### src/rtl/playfield_pkg.sv
// Shared constants, register map and command payload for the playfield writer.
package playfield_pkg;

  localparam int unsigned CPU_W      = 12;
  localparam int unsigned PF_ADDR_W  = 10;
  localparam int unsigned PF_DATA_W  = 8;
  localparam int unsigned FIFO_DEPTH = 4;
  localparam int unsigned CNT_W      = $clog2(FIFO_DEPTH) + 1;
  localparam int unsigned PF_CELLS   = 1024;

  localparam logic [1:0] IO_SPACE = 2'h3;
  localparam logic [1:0] REG_ADDR = 2'd0;
  localparam logic [1:0] REG_DATA = 2'd1;
  localparam logic [1:0] REG_FILL = 2'd2;
  localparam logic [1:0] REG_CTRL = 2'd3;

  localparam logic [0:0] ST_IDLE = 1'b0;
  localparam logic [0:0] ST_FILL = 1'b1;

  localparam int unsigned STAT_CNT_LSB   = 0;
  localparam int unsigned STAT_FULL      = 4;
  localparam int unsigned STAT_OVF       = 5;
  localparam int unsigned STAT_FILL_PEND = 6;
  localparam int unsigned STAT_BUSY      = 7;

  typedef struct packed {
    logic [PF_ADDR_W-1:0] addr;
    logic [PF_DATA_W-1:0] data;
  } pf_cmd_t;

  // True when a CPU address falls in the I/O window.
  function automatic logic is_io(input logic [CPU_W-1:0] addr);
    return addr[CPU_W-1 -: 2] == IO_SPACE;
  endfunction

endpackage

### src/rtl/pf_cmd_fifo.sv
// Small synchronous command FIFO; head entry is visible without a pop.
module pf_cmd_fifo
  import playfield_pkg::*;
#(
  parameter int unsigned DEPTH = FIFO_DEPTH
) (
  input  logic                     i_Clk,
  input  logic                     reset,
  input  logic                     push,
  input  pf_cmd_t                  push_cmd,
  input  logic                     pop,
  output pf_cmd_t                  head_c,
  output logic                     full,
  output logic                     empty,
  output logic [$clog2(DEPTH):0]   count
);

  localparam int unsigned PTR_W = $clog2(DEPTH);
  localparam int unsigned CW    = PTR_W + 1;

  pf_cmd_t          mem [DEPTH];
  logic [PTR_W-1:0] wr_ptr;
  logic [PTR_W-1:0] rd_ptr;
  logic             push_ok_c;
  logic             pop_ok_c;
  logic [CW-1:0]    count_d;

  // A full FIFO rejects a push even when a pop happens in the same cycle.
  always_comb begin
    push_ok_c = push && !full;
    pop_ok_c  = pop && !empty;
    count_d   = count + CW'(push_ok_c) - CW'(pop_ok_c);
  end

  assign head_c = mem[rd_ptr];

  // Storage array, no reset needed.
  always_ff @(posedge i_Clk) begin
    if (push_ok_c) mem[wr_ptr] <= push_cmd;
  end

  // Pointers, occupancy and registered flags.
  always_ff @(posedge i_Clk or posedge reset) begin
    if (reset) begin
      wr_ptr <= '0;
      rd_ptr <= '0;
      count  <= '0;
      full   <= 1'b0;
      empty  <= 1'b1;
    end else begin
      if (push_ok_c) wr_ptr <= wr_ptr + PTR_W'(1);
      if (pop_ok_c)  rd_ptr <= rd_ptr + PTR_W'(1);
      count <= count_d;
      full  <= (count_d == CW'(DEPTH));
      empty <= (count_d == '0);
    end
  end

endmodule

### src/rtl/playfield_writer.sv
// CPU-side playfield RAM writer: register decode, command FIFO, fill engine.
module playfield_writer
  import playfield_pkg::*;
(
  input  logic                 i_Clk,
  input  logic                 reset,
  input  logic                 cpu_write,
  input  logic [CPU_W-1:0]     cpu_addr,
  input  logic [CPU_W-1:0]     cpu_wr_data,
  output logic [CPU_W-1:0]     cpu_rd_data,
  output logic                 pf_write,
  output logic [PF_ADDR_W-1:0] pf_write_addr,
  output logic [PF_DATA_W-1:0] pf_wr_data,
  output logic                 busy
);

  logic                 wr_addr_c, wr_data_c, wr_fill_c, wr_ctrl_c, ctrl_sel_c;
  logic                 unused_bits_c;

  logic [0:0]           state_q, state_d;
  logic [PF_ADDR_W-1:0] fill_ctr_q, fill_ctr_d;
  logic [PF_DATA_W-1:0] fill_val_q, fill_val_d;
  logic                 fill_pend_q, fill_pend_d;
  logic [CNT_W-1:0]     barrier_q, barrier_d;
  logic                 ovf_q, ovf_d;
  logic [PF_ADDR_W-1:0] ptr_q, ptr_d;
  logic                 pf_write_d;
  logic [PF_ADDR_W-1:0] pf_addr_d;
  logic [PF_DATA_W-1:0] pf_data_d;
  logic                 busy_d;
  logic [CNT_W-1:0]     count_d;

  pf_cmd_t              push_cmd_c;
  pf_cmd_t              head_c;
  logic                 fifo_pop_c;
  logic                 fifo_full, fifo_empty;
  logic [CNT_W-1:0]     fifo_count;

  // Register write strobes; only the I/O window is decoded.
  always_comb begin
    wr_addr_c  = cpu_write && is_io(cpu_addr) && (cpu_addr[1:0] == REG_ADDR);
    wr_data_c  = cpu_write && is_io(cpu_addr) && (cpu_addr[1:0] == REG_DATA);
    wr_fill_c  = cpu_write && is_io(cpu_addr) && (cpu_addr[1:0] == REG_FILL);
    wr_ctrl_c  = cpu_write && is_io(cpu_addr) && (cpu_addr[1:0] == REG_CTRL);
    ctrl_sel_c = is_io(cpu_addr) && (cpu_addr[1:0] == REG_CTRL);
    push_cmd_c = '{addr: ptr_q, data: PF_DATA_W'(cpu_wr_data)};
  end

  assign unused_bits_c = ^{cpu_addr[9:2], cpu_wr_data[CPU_W-1:PF_ADDR_W]};

  pf_cmd_fifo #(.DEPTH(FIFO_DEPTH)) u_fifo (
    .i_Clk    (i_Clk),
    .reset    (reset),
    .push     (wr_data_c),
    .push_cmd (push_cmd_c),
    .pop      (fifo_pop_c),
    .head_c   (head_c),
    .full     (fifo_full),
    .empty    (fifo_empty),
    .count    (fifo_count)
  );

  // Next-state: FSM drains the FIFO or sweeps a fill; CPU writes update pointer/flags.
  // barrier counts FIFO entries queued ahead of a pending fill so later DATA waits.
  always_comb begin
    state_d     = state_q;
    fill_ctr_d  = fill_ctr_q;
    fill_val_d  = fill_val_q;
    fill_pend_d = fill_pend_q;
    barrier_d   = barrier_q;
    ovf_d       = ovf_q;
    ptr_d       = ptr_q;
    pf_write_d  = 1'b0;
    pf_addr_d   = pf_write_addr;
    pf_data_d   = pf_wr_data;
    fifo_pop_c  = 1'b0;

    case (state_q)
      ST_IDLE: begin
        if (fill_pend_q && (barrier_q == '0)) begin
          state_d     = ST_FILL;
          fill_ctr_d  = '0;
          fill_pend_d = 1'b0;
        end else if (!fifo_empty) begin
          fifo_pop_c = 1'b1;
          pf_write_d = 1'b1;
          pf_addr_d  = head_c.addr;
          pf_data_d  = head_c.data;
          if (fill_pend_q) barrier_d = barrier_q - CNT_W'(1);
        end
      end
      ST_FILL: begin
        pf_write_d = 1'b1;
        pf_addr_d  = fill_ctr_q;
        pf_data_d  = fill_val_q;
        fill_ctr_d = fill_ctr_q + PF_ADDR_W'(1);
        if (fill_ctr_q == PF_ADDR_W'(PF_CELLS - 1)) state_d = ST_IDLE;
      end
      default: state_d = ST_IDLE;
    endcase

    if (wr_addr_c) ptr_d = PF_ADDR_W'(cpu_wr_data);
    if (wr_data_c) begin
      ptr_d = ptr_q + PF_ADDR_W'(1);
      if (fifo_full) ovf_d = 1'b1;
    end
    if (wr_fill_c) begin
      if (fill_pend_q || (state_q == ST_FILL)) begin
        ovf_d = 1'b1;
      end else begin
        fill_val_d  = PF_DATA_W'(cpu_wr_data);
        fill_pend_d = 1'b1;
        barrier_d   = fifo_count - CNT_W'(fifo_pop_c);
      end
    end
    if (wr_ctrl_c && cpu_wr_data[0]) ovf_d = 1'b0;

    count_d = fifo_count + CNT_W'(wr_data_c && !fifo_full) - CNT_W'(fifo_pop_c);
    busy_d  = (count_d != '0) || fill_pend_d || (state_d == ST_FILL) || pf_write_d;
  end

  // State, flags and registered playfield outputs.
  always_ff @(posedge i_Clk or posedge reset) begin
    if (reset) begin
      state_q       <= ST_IDLE;
      fill_ctr_q    <= '0;
      fill_val_q    <= '0;
      fill_pend_q   <= 1'b0;
      barrier_q     <= '0;
      ovf_q         <= 1'b0;
      ptr_q         <= '0;
      pf_write      <= 1'b0;
      pf_write_addr <= '0;
      pf_wr_data    <= '0;
      busy          <= 1'b0;
    end else begin
      state_q       <= state_d;
      fill_ctr_q    <= fill_ctr_d;
      fill_val_q    <= fill_val_d;
      fill_pend_q   <= fill_pend_d;
      barrier_q     <= barrier_d;
      ovf_q         <= ovf_d;
      ptr_q         <= ptr_d;
      pf_write      <= pf_write_d;
      pf_write_addr <= pf_addr_d;
      pf_wr_data    <= pf_data_d;
      busy          <= busy_d;
    end
  end

  // Status word, visible only while the CTRL register is addressed.
  always_comb begin
    cpu_rd_data = '0;
    if (ctrl_sel_c) begin
      cpu_rd_data[STAT_BUSY]           = busy;
      cpu_rd_data[STAT_FILL_PEND]      = fill_pend_q;
      cpu_rd_data[STAT_OVF]            = ovf_q;
      cpu_rd_data[STAT_FULL]           = fifo_full;
      cpu_rd_data[STAT_CNT_LSB +: 3]   = 3'(fifo_count);
    end
  end

endmodule

### config.mk
export PLATFORM = sky130hd
export DESIGN_NAME = playfield_writer
export DESIGN_NICKNAME = d
export VERILOG_FILES = /design/src/rtl/playfield_pkg.sv /design/src/rtl/pf_cmd_fifo.sv /design/src/rtl/playfield_writer.sv
export SDC_FILE = /design/constraint.sdc
export NUM_CORES = 1
export LEC_CHECK = 0
export ABC_AREA = 1
export CAP_MARGIN = 40
export CORE_MARGIN = 1
export CORE_UTILIZATION = 25
export CTS_CLUSTER_DIAMETER = 40
export CTS_CLUSTER_SIZE = 30
export DETAILED_ROUTE_END_ITERATION = 10
export REMOVE_ABC_BUFFERS = 1
export SYNTH_ARGS = -nofsm -noshare
export SYNTH_HDL_FRONTEND = slang
export SYNTH_HIERARCHICAL = 1
export SYNTH_SLANG_ARGS = --single-unit
### constraint.sdc
create_clock -name i_Clk -period 4.22 [get_ports i_Clk]
set_input_delay 0.633 -clock i_Clk [delete_from_list [all_inputs] [get_ports i_Clk]]
set_output_delay 0.633 -clock i_Clk [all_outputs]
set_load 0.005 [all_outputs]
==> results.toml, run 1 <==
[clock_network]
cts_made_buffers = 17
clkSinkCount = 135
holdBufCountCts = 0
clockBufferDepth = 2
cts_resized = 0
htreeDepth = 4
clock_latency_ps = 420
path_clk_slew_ps = 50
cts_root_buffer = "clkbuf_16"
cts_setup_buffers = 0
cts_tree = "yes"

[sta]
relSlewSlack_pct = 51.8
fin_setup_tns_ps = 0
worst_pin_slew_ps = 722
setup_viol = 0
max_freq_mhz = 320
min_period_over_period_pct = 74.0
rsz0062_at_grt = "false"
final.min_clock_period_ps = 3120
slew_viol_final = 0
fin_skew_ps = 7.93
finalHoldViolCount = 0

[setup_path]
worst-setup-path-type = "in -> reg"
endpoint_kind = "flip-flop"
worst-path-buf-inv = 4
cp-start-kind = "input port"
cpMostUsedCell = "inv_1"
critPathRequiredTime_ps = 4580
arrival_ps = 3480
critPathTopFamily = "simple AND/OR/NAND/NOR gates"
cp_slowest_cell = "fa_1"
critical_path.max_stage_delay_ps = 480
path_cells = "clkdlybuf4s50_1, nand2_2, nor2_4, nand2_2, nor2_4, nand2_1, ha_1, inv_1, ha_1, inv_1, fa_1, inv_1, or2_2, nor2_1"
cp_max_fo = 8

[final_layout]
seq_area_um2 = 3740
nNetsFinal = 739
drive_gt1_share_pct = 9.28
syn2layout_area_growth_pct = 20.9
fill_cells = 2607
multi_input_area_um2 = 2010
diodes = 0

[global_routing]
antenna_found_initial = 0
grt_pass1_vias = 4274
grt_max_degree = 42
grt_usage_pct = 11.2
grt_overflow_total = 0
grt_pass1_wl_um = 22100

[synthesis]
synth_area_um2 = 6370
synth_edf_count = 72
ys_seq_area_share_pct = 58.7
ys.flop_type = "edfxtp_1"
syn_inst = 648
synth_top_area_share_pct = 34.0
synth-seq-cells = 135
yosysTopAreaCell = "edfxtp_1"
yosysWarnings = 6
post-synth-top-count-cell = "nand2_1"
syn_avg_cell_area_um2 = 9.83
ys_types = 39
synth_common_cells = "nand2_1 (153), inv_1 (102), edfxtp_1 (72), dfrtp_1 (62), nand3_1 (39)"
netlist_top_cells_area = "edfxtp_1 (34%), dfrtp_1 (24%), nand2_1 (9.0%), inv_1 (6.0%), o211ai_1 (3.9%)"
async_flop_share_pct = 46.7

[drt]
top_layer_used = "met4"
vias = 4326
avgViaCountPerCell = 4.16
drc = 0
wl_met3_um = 375
drt_iter0_markers = 285
route.met2.wl_um = 6570
drt-met1-wl_um = 5950
routedWlPerCell_um = 12.7
routed_wl_um = 13300
drtPass1Iterations = 5
drtAntennaViolNets = 0

[power]
powerDensity_nw_per_um2 = 634
power_mw = 4.88
max-vdd-ir-drop_mv = 0.298
p_leak_nw = 3.27

[floorplan]
initial_core_util_pct = 25.4
die_w_um = 162
core_um2 = 25100
die_y_um = 162
dieArea_um2 = 26100
std_cell_rows = 58
pin_count = 59

[placed_design]
portBuffers = 43
gp_congestion = 0.803
hpwlAfterDp_um = 9170

[job]
timing.max_cap.violations = 0

[min_path]
hold_class = "reg -> reg"

[outcome]
status = "finished clean"
## state kept, by name (all words and copies together), names as in the netlist, 2 cells and up
register	cells
ptr_q	10
u_fifo/rd_ptr	2
u_fifo/mem	72
pf_wr_data	8
fill_val_q	8
fill_ctr_q	10
u_fifo/wr_ptr	2
barrier_q	3
u_fifo/count	3
pf_write_addr	10
## stage by stage
stage | utilization, % | hold slack, ps | worst slack, ps | instance area [um2] | cells
after floorplan | - | 450 | 1390 | 6160 | 625
after global placement | 28.2 | 466 | 690 | 7090 | 1009
after detailed placement | 28.2 | 474 | 653 | 7090 | 1009
after CTS | 30.7 | 488 | 1080 | 7700 | 1041
after global routing | 30.7 | 510 | 879 | 7700 | 1041
final | 30.7 | 481 | 1100 | 7700 | 1041
## layer usage
metal	vias to the layer above	track usage (%)
met4	0	6.05
li1	2217	-
met2	56	18.7
met5	-	0
met1	2030	13.3
met3	23	2.47
## path summary, 6_finish.rpt
| kind | startpoint | endpoint | slack (ps) | cells after the start |
|---|---|---|---|---|
| worst max-delay path | cpu_addr[10] | u_fifo/empty | 1100 | 14 |
| worst min-delay path | pf_write_addr[3] | pf_write_addr[3] | 480 | 2 |
| worst max register to register | barrier_q[0] | u_fifo/empty | 1400 | 15 |
| worst min register to register | pf_write_addr[3] | pf_write_addr[3] | 480 | 2 |
| max in group asynchronous | reset | fill_val_q[6] | 2750 | 3 |
| min in group asynchronous | reset | u_fifo/full | 530 | 2 |
## cell families after synthesis
| kind of cell | Yosys count | synth area share [%] |
|---|---|---|
| adders and majority gates | 14 | 2.99 |
| xor gates and xnor gates | 6 | 0.943 |
| other | 1 | 0.0589 |
| AOI/OAI and AO/OA | 107 | 10.3 |
| buffers and inverters | 135 | 9.88 |
| and+or+nand+nor | 250 | 17.1 |
| DFF | 135 | 58.7 |
## cell usage in the layout, fill, tap and decap left out, drive strengths merged
cell type and n:
a21o 1, a21oi 25, a31oi 1, buf 11, bufinv 1, clkbuf 31
clkdlybuf4s50 43, clkinv 1, conb 5, dfrtp 62, dfstp 1, edfxtp 72
fa 2, ha 12, inv 107, nand2 157, nand3 40, nand3b 2
nand4 7, nor2 40, nor3 3, o211ai 33, o21a 2, o21ai 42
o22ai 3, or2 1, xnor2 1, xor2 5
## final cells by class
class                   count  area share, %
repair buffers             54           6.66
clock inverters             1          0.390
flip-flops and latches    135           48.6
clock buffers              31           7.54
inverters                 108           5.33
well taps                 330           5.36
multi-input cells         382           26.1
## report_power, final
group	internal, mW	switching [mW]	total (mW)
clock	0.977	0.511	1.49
sequential	1.67	0.257	1.93
combinational	0.618	0.848	1.47
## worst min-delay path, stage by stage (launching register included)
cell and delay, ps:
dfrtp_1 340, nand2_1 50, nand3_1 50
(Power assumes the default switching activity.)
==> inputs of run 2 (changes only) <==
clock period = 3 ns   (was 4.22 ns; I/O delays follow)
==> run 2 against run 1 <==
- sequential share of layout area shrank 0.62 points
- clock power increased by 51%
- total power grew 45%
- worst hold slack worse by 140 ps
- cell count increased by 0.67%
- sequential power grew 37%
- design area increased by 1.3%
- clock-buffer cell count shrank 13
==> results.toml, run 2 (same netlist as run 1, synthesis figures left out) <==
[outcome]
status = "finished clean"

[global_routing]
grt_usage_pct = 11.4
grt_max_degree = 41
antenna_found_initial = 0
grt_pass1_wl_um = 22800
grt_overflow_total = 0
grt_pass1_vias = 4430

[sta]
fin_skew_ps = 6.53
worst_pin_slew_ps = 650
finalHoldViolCount = 0
relSlewSlack_pct = 56.5
max_freq_mhz = 354
slew_viol_final = 0
min_period_over_period_pct = 94.2
final.min_clock_period_ps = 2830
rsz0062_at_grt = "false"
fin_setup_tns_ps = 0
setup_viol = 0

[power]
max-vdd-ir-drop_mv = 0.429
p_leak_nw = 3.32
powerDensity_nw_per_um2 = 908

[clock_network]
htreeDepth = 4
cts_tree = "yes"
clock_latency_ps = 420
cts_root_buffer = "clkbuf_16"
clkSinkCount = 135
holdBufCountCts = 0
path_clk_slew_ps = 60
cts_setup_buffers = 0
cts_resized = 0
cts_made_buffers = 17
clockBufferDepth = 2

[placed_design]
portBuffers = 43
gp_congestion = 0.813
hpwlAfterDp_um = 9420
dp_cells = 1016

[floorplan]
die_y_um = 162
core_um2 = 25100
pin_count = 59
initial_core_util_pct = 25.4
dieArea_um2 = 26100
die_w_um = 162
std_cell_rows = 58

[drt]
drt_iter0_markers = 323
vias = 4492
drtAntennaViolNets = 0
routed_wl_um = 13900
drtPass1Iterations = 5
avgViaCountPerCell = 4.29
routedWlPerCell_um = 13.2
drc = 0

[final_layout]
drive_gt1_share_pct = 10.7
final_cell_mix = "nand2_1 (153), inv_1 (101), edfxtp_1 (72), dfrtp_1 (61), clkdlybuf4s50_1 (43)"
fill_cells = 2594
diodes = 0
syn2layout_area_growth_pct = 22.5
seq_area_um2 = 3740
top_register = "u_fifo/mem"
multi_input_area_um2 = 2010
fin_cells = 1048
largest_reg_flops = 72
nNetsFinal = 746
final_common_cell = "nand2_1"

[setup_path]
cp-start-kind = "input port"
worst-setup-path-type = "in -> out"
arrival_ps = 2380
endpoint_kind = "output port"
path_cells = "clkdlybuf4s50_1, inv_1, buf_4, nor3_1, inv_1, nor2_1, clkdlybuf4s50_1"
critPathRequiredTime_ps = 2550
cp_max_fo = 12
critical_path.max_stage_delay_ps = 540
cp_slowest_cell = "clkdlybuf4s50_1"

[job]
timing.max_cap.violations = 0

[min_path]
hold_class = "in -> async"
[run 2: cell types whose count changed in the layout (fill, tap and decap cells not counted), sizes merged]
cell,delta
clkbuf,-13
buf,+7
clkinv,+7
bufinv,+4
clkinvlp,+2
[run 2: routing by layer]
layer  up-vias  track usage [%]  part of all wire, %
li1       2229                -                    -
met5         -                0                    0
met4         0             5.70                  2.6
met3        24             2.34                  3.7
met2        85             19.3                   50
met1      2154             13.7                   44
[run 2: worst paths after layout]
path | depth (start not counted) | endpoint | start | slack [ps]
max in group asynchronous | 3 | pf_wr_data[6] | reset | 1940
min in group i_Clk | 2 | pf_write_addr[6] | pf_write_addr[6] | 480
worst max register to register | 15 | u_fifo/full | barrier_q[0] | 260
worst max-delay path | 7 | cpu_rd_data[2] | cpu_addr[0] | 170
worst min-delay path | 2 | u_fifo/count[2] | reset | 340
worst min register to register | 2 | pf_write_addr[6] | pf_write_addr[6] | 480
[run 2: report_power, final]
| group | leakage [nW] | internal [mW] | switching, mW |
|---|---|---|---|
| logic | 1.60 | 0.890 | 1.30 |
| registers | 1.40 | 2.35 | 0.291 |
| clock network | 0.311 | 1.49 | 0.768 |
| total | 3.32 | 4.72 | 2.36 |
[run 2: layout make-up]
type | instances | area share, %
flip-flops and latches | 135 | 48.0
clock inverters | 14 | 2.63
multi-input cells | 382 | 25.8
well taps | 330 | 5.29
inverters | 108 | 5.26
clock buffers | 18 | 5.63
repair buffers | 61 | 7.41
[run 2: worst max-delay path, delay by kind of cell]
kind | cells | cell delay [ps]
buf+inv | 5 | 1530
simple gates | 2 | 390
[run 2: per-stage QoR]
stage / hold slack [ps] / utilization, % / worst slack, ps / cell area (um2) / power (mW)
floorplan: 277 / - / 173 / 6160 / 4.03
global placement: 468 / 28.5 / 132 / 7160 / 4.82
detailed placement: 470 / 28.5 / 93.0 / 7160 / 4.89
CTS: 344 / 31.1 / 136 / 7800 / 7.17
global route: 371 / 31.1 / 15.5 / 7800 / 7.58
finish: 343 / 31.1 / 174 / 7800 / 7.08
==> inputs of run 3 (changes only) <==
GPL_TIMING_DRIVEN = 0   (was default)
==> run 3 against run 2 <==
- total power decreased by 2.3%
- via count decreased by 2.9%
- design area decreased by 0.14%
- cell count decreased by 0.67%
- global-route usage decreased by 0.18 points
- wire length decreased by 2.4%
- clock-buffer cell count increased by 4
- worst hold slack got worse by 8.5 ps
- sequential cell count unchanged
- sequential power increased by 4%
- largest cell class unchanged
- largest power group unchanged
==> results.toml, run 3 (same netlist as run 1, synthesis figures left out) <==
[outcome]
status = "finished clean"

[final_layout]
top_register = "u_fifo/mem"
fin_cells = 1041
drive_gt1_share_pct = 11.3
nNetsFinal = 739
syn2layout_area_growth_pct = 22.3
final_cell_mix = "nand2_1 (152), inv_1 (101), edfxtp_1 (72), dfrtp_1 (60), clkdlybuf4s50_1 (42)"
final_common_cell = "nand2_1"
fill_cells = 2597
largest_reg_flops = 72
diodes = 0
final_area_um2 = 7790

[global_routing]
grt_pass1_vias = 4191
grt_max_degree = 40
grt_usage_pct = 11.2
antenna_found_initial = 1
grt_overflow_total = 0
grt_pass1_wl_um = 22200

[floorplan]
die_y_um = 162
initial_core_util_pct = 25.4
dieArea_um2 = 26100
die_w_um = 162
pin_count = 59
std_cell_rows = 58
core_um2 = 25100

[clock_network]
path_clk_slew_ps = 60
clock_latency_ps = 420
htreeDepth = 4
holdBufCountCts = 0
cts_made_buffers = 17
cts_root_buffer = "clkbuf_16"
clockBufferDepth = 2
clkSinkCount = 135
cts_tree = "yes"

[power]
p_leak_nw = 3.30
powerDensity_nw_per_um2 = 888
max-vdd-ir-drop_mv = 0.400
power_mw = 6.92

[sta]
finalHoldViolCount = 0
fin_setup_tns_ps = 0
layout_setup_ws_ps = 176
min_period_over_period_pct = 94.1
worst_pin_slew_ps = 788
fin_skew_ps = 10.8
slew_viol_final = 0
setup_viol = 0
final.min_clock_period_ps = 2820
max_freq_mhz = 354
relSlewSlack_pct = 47.5
rsz0062_at_grt = "false"

[drt]
drtAntennaViolNets = 0
avgViaCountPerCell = 4.19
vias = 4361
drc = 0
routedWlPerCell_um = 13.0
routed_wl_um = 13500
drt_iter0_markers = 237
drtPass1Iterations = 5

[setup_path]
cp.depth = 6
r2r-start = "barrier_q[0]"
worst-path-buf-inv = 4
critPathRequiredTime_ps = 2550
rr_worst_depth = 15
setup.worst_path.end = "cpu_rd_data[2]"
arrival_ps = 2370
critPathTopFamily = "buffers and inverters"
reg2reg_to = "u_fifo/empty"
rrSetupSlack_ps = 250
cpMostUsedCell = "inv_1"
worst-setup-path-type = "in -> out"
cp-start-kind = "input port"
path_cells = "clkdlybuf4s15_2, inv_1, nor3_1, inv_1, nor2_1, clkdlybuf4s50_1"
endpoint_kind = "output port"
cp_max_fo = 13
startpoint = "cpu_addr[0]"
cp_slowest_cell = "clkdlybuf4s50_1"
critical_path.max_stage_delay_ps = 510

[min_path]
hold_class = "in -> async"

[job]
timing.max_cap.violations = 0

[placed_design]
dp_cells = 1005
hpwlAfterDp_um = 9570
dpl_worst_slack_ps = -805
portBuffers = 43
gp_congestion = 0.807
place_area_um2 = 7140
run 3: cell count changes in the layout (fill, tap and decap cells not counted), sizes merged:
cell           change
clkbuf             +4
clkinv             -2
inv                +4
clkdlybuf4s50      -1
clkdlybuf4s15      +1
buf                -8
bufinv             -4
clkinvlp           -1
run 3: worst min path at each step:
| stage | start | endpoint | slack, ps | cells past startpoint |
|---|---|---|---|---|
| 6_report | reset | u_fifo/count[2] | 330 | 2 |
| 5_1_grt | reset | u_fifo/count[2] | 390 | 2 |
| 4_1_cts | reset | u_fifo/count[2] | 340 | 2 |
| 3_5_place_dp | fill_val_q[0] | fill_val_q[0] | 470 | 2 |
| 3_3_place_gp | pf_write_addr[3] | pf_write_addr[3] | 470 | 2 |
| 2_1_floorplan | reset | u_fifo/count[0] | 280 | 1 |
run 3: final cells by class:
class / instances / area [um2] / area share [%]
Inverter: 108 / 418 / 5.37
Clock buffer: 22 / 507 / 6.51
Sequential cell: 135 / 3740 / 48.0
Timing Repair inverter: 1 / 3.75 / 0.0482
Timing Repair Buffer: 53 / 578 / 7.42
Multi-Input combinational cell: 382 / 2040 / 26.2
Tap cell: 330 / 413 / 5.30
Clock inverter: 10 / 88.8 / 1.14
run 3: routing by layer:
metal	vias to the layer above	share of wire, %	global-route usage (%)	routed length, um
li1	2221	-	-	-
met1	2067	43	12.7	5830
met5	-	0	0	0
met4	0	1.7	4.55	225
met2	56	51	19.7	6960
met3	17	3.9	3.26	531
run 3: stage by stage:
stage	util [%]	hold WS [ps]
floorplan	-	277
global placement	27.9	466
detailed placement	28.4	473
CTS	30.9	335
global route	31.0	390
finish	31.0	335
run 3: repair_timing:
item,4_1_cts,5_1_grt
setup buffers,1,2
setup endpoints to repair,20,2
pin swaps,0,1
cloned,1,0
gates resized for setup,8,3
run 3: power by group:
group | switching (mW) | internal [mW] | total, mW
registers | 0.407 | 2.35 | 2.75
logic | 1.20 | 0.919 | 2.11
clock network | 0.770 | 1.28 | 2.05
==> patch (settings of run 2) <==
The package constant `PF_ADDR_W` goes from 10 to 9.
--- a/src/rtl/playfield_pkg.sv
+++ b/src/rtl/playfield_pkg.sv
@@ -3,5 +3,5 @@
 
   localparam int unsigned CPU_W      = 12;
-  localparam int unsigned PF_ADDR_W  = 10;
+  localparam int unsigned PF_ADDR_W  = 9;
   localparam int unsigned PF_DATA_W  = 8;
   localparam int unsigned FIFO_DEPTH = 4;
Ports: changed (resized pf_write_addr); port bits go from 59 to 58. The function was not compared with the original's and may differ.
==> patch against run 2 <==
  * Wire length down 5.9%
  * Core utilization up 0.48 points
  * Sequential cell count down 7
  * Synthesized area down 5.2%
  * Final area down 4.8%
  * First-iteration DRC count down 17%
  * Sequential power down 9.8%
  * Global-route usage up 0.24 points
  * Synthesized cell count down 2.6%
  * Worst setup slack better by 110 ps
  * Sequential share of layout area down 0.21 points
  * Total power down 20%
  * Clock skew about the same
  * Highest routed layer unchanged
==> patch: results (changes against run 2) <==
path_clk_slew_ps: 60  # about the same
largest_reg_flops: 68  # was 72
yosys-top-cells-area: "edfxtp_1, dfrtp_1, nand2_1"  # unchanged
final_cells: 1017  # was 1048
io_buffers: 41  # was 43
drtPass1Iterations: 4  # was 5
cap_violations: 0  # unchanged
gp_congestion: 0.780  # was 0.813
synth_fa_ha_area_share_pct: 3.36  # was 2.99%
drive_gt1_share_pct: 9.03  # was 10.7%
cpPeakStageDelay_ps: 470  # was 540 ps
synthArstFlopShare_pct: 46.9  # was 46.7%
muxShareOfSynthArea_pct: 0  # unchanged
clockRootBuffer: "clkbuf_16"  # unchanged
synth-compound-area-share_pct: 7.82  # was 10.3%
worst_ep_arrival_time_ps: 3070  # was 2380 ps
place_inst: 985  # was 1016
placed_area_sq_um: 6810  # was 7160 sq um
yosys_most_used_dff: "edfxtp_1"  # unchanged
regMostFlops: "u_fifo/mem"  # unchanged
cp_slowest_cell: "fa_1"  # was clkdlybuf4s50_1
irDropWorstVdd_uv: 436  # was 429 uV
syn_avg_cell_area_sq_um: 9.57  # was 9.83 sq um
cts.path.max_buffers: 2  # unchanged
synth_xor_area_share_pct: 0.871  # was 0.943%
synth_edf_count: 68  # was 72
fin_worst_skew_ps: 6.39  # was 6.53 ps
post_cts_buffers: 0  # unchanged
numCtsBuffers: 17  # unchanged
antenna_cells: 0  # unchanged
ys_types: 38  # was 39
grtUsageTotal_pct: 11.6  # was 11.4%
tightest_slew_ps: 800  # was 650 ps
synth_common_cells: "nand2_1, inv_1, edfxtp_1"  # unchanged
grt_pass1_wl_um: 21700  # was 22800 um
wl_per_cell_um: 12.8  # was 13.2 um
min_path_type: "input port to asynchronous set/reset pin"  # unchanged
cts_resized: 0  # unchanged
grt_max_degree: 32  # was 41
place_hpwl_um: 9080  # was 9420 um
nNetsFinal: 727  # was 746
drt_iter0_markers: 268  # was 323
crit_path_max_fanout: 7  # was 12
status: "finished clean"  # unchanged
cp_top_family: "adder cells"  # was buffers and inverters
routed-via-count: 4265  # was 4492
dp_slack_ps: 140  # was 93.0 ps
ys_seq_area_share_pct: 58.7  # about the same
ys_warn_count: 6  # unchanged
p_leak_nw: 3.23  # was 3.32 nW
-- patch: cell types whose count changed after synthesis, sizes merged, moves of 3 or more --
cell and delta:
inv -14, nand4 -3, edfxtp -4, nand3 +7, nor2 -7, nand2 +32, o211ai -16, o21ai -9
dfrtp -3
-- patch: per-layer routing --
layer	share of wire (%)	vias to the layer above	GRT usage [%]
li1	-	2149	-
met3	4.4	17	2.64
met4	2.1	0	5.04
met5	0	-	0
met1	44	2020	13.9
met2	49	79	19.9
-- patch: path summary, 6_finish.rpt --
| check | cells after the start | slack, ps | to | start |
|---|---|---|---|---|
| max in group asynchronous | 3 | 1940 | fill_val_q[2] | reset |
| max | 15 | 280 | u_fifo/empty | barrier_q[0] |
| min reg2reg | 2 | 480 | pf_write_addr[1] | pf_write_addr[1] |
| min in group i_Clk | 2 | 480 | pf_write_addr[1] | pf_write_addr[1] |
| max reg2reg | 15 | 280 | u_fifo/empty | barrier_q[0] |
| min | 2 | 360 | u_fifo/count[2] | reset |
-- patch: area by class of cell --
class                      instances  area [sq um]
clock buffer                      20           457
clock inverter                    12           164
fill                            2419         16100
inverter                          93           352
multi-input combinational        388          1950
sequential                       128          3550
tap                              319           399
timing repair buffer              57           563
-- patch: worst register-to-register path: stages (launching register included) --
cell     delay (ps)
dfrtp_1         340
inv_1            70
ha_1            250
nand3_4         160
nand3_4         110
inv_4            70
inv_1            30
nor2_1          200
ha_1            280
inv_1            60
ha_1            140
inv_1            50
fa_1            470
inv_1            50
or2_2           280
nor2_1          120
-- patch: per-stage QoR --
stage	utilization, %	hold slack (ps)
after floorplan	-	277
after global placement	28.8	463
after detailed placement	28.9	467
after CTS	31.5	373
after global routing	31.5	396
final	31.5	362
-- patch: power breakdown --
| group | switching (W) | internal (W) |
|---|---|---|
| registers | 0.000293 | 0.00209 |
| logic | 0.000617 | 0.000499 |
| clock network | 0.000724 | 0.00142 |
| total | 0.00163 | 0.00401 |
-- patch: kinds of logic (layout without fill, tap and decap cells) --
family / count (synthesis) / count (layout)
compound gates: 81 / 81
xor+xnor: 6 / 6
fa+ha+maj: 15 / 15
buf+inv: 119 / 182
flops: 128 / 128
other cells: 1 / 5
simple gates: 281 / 281
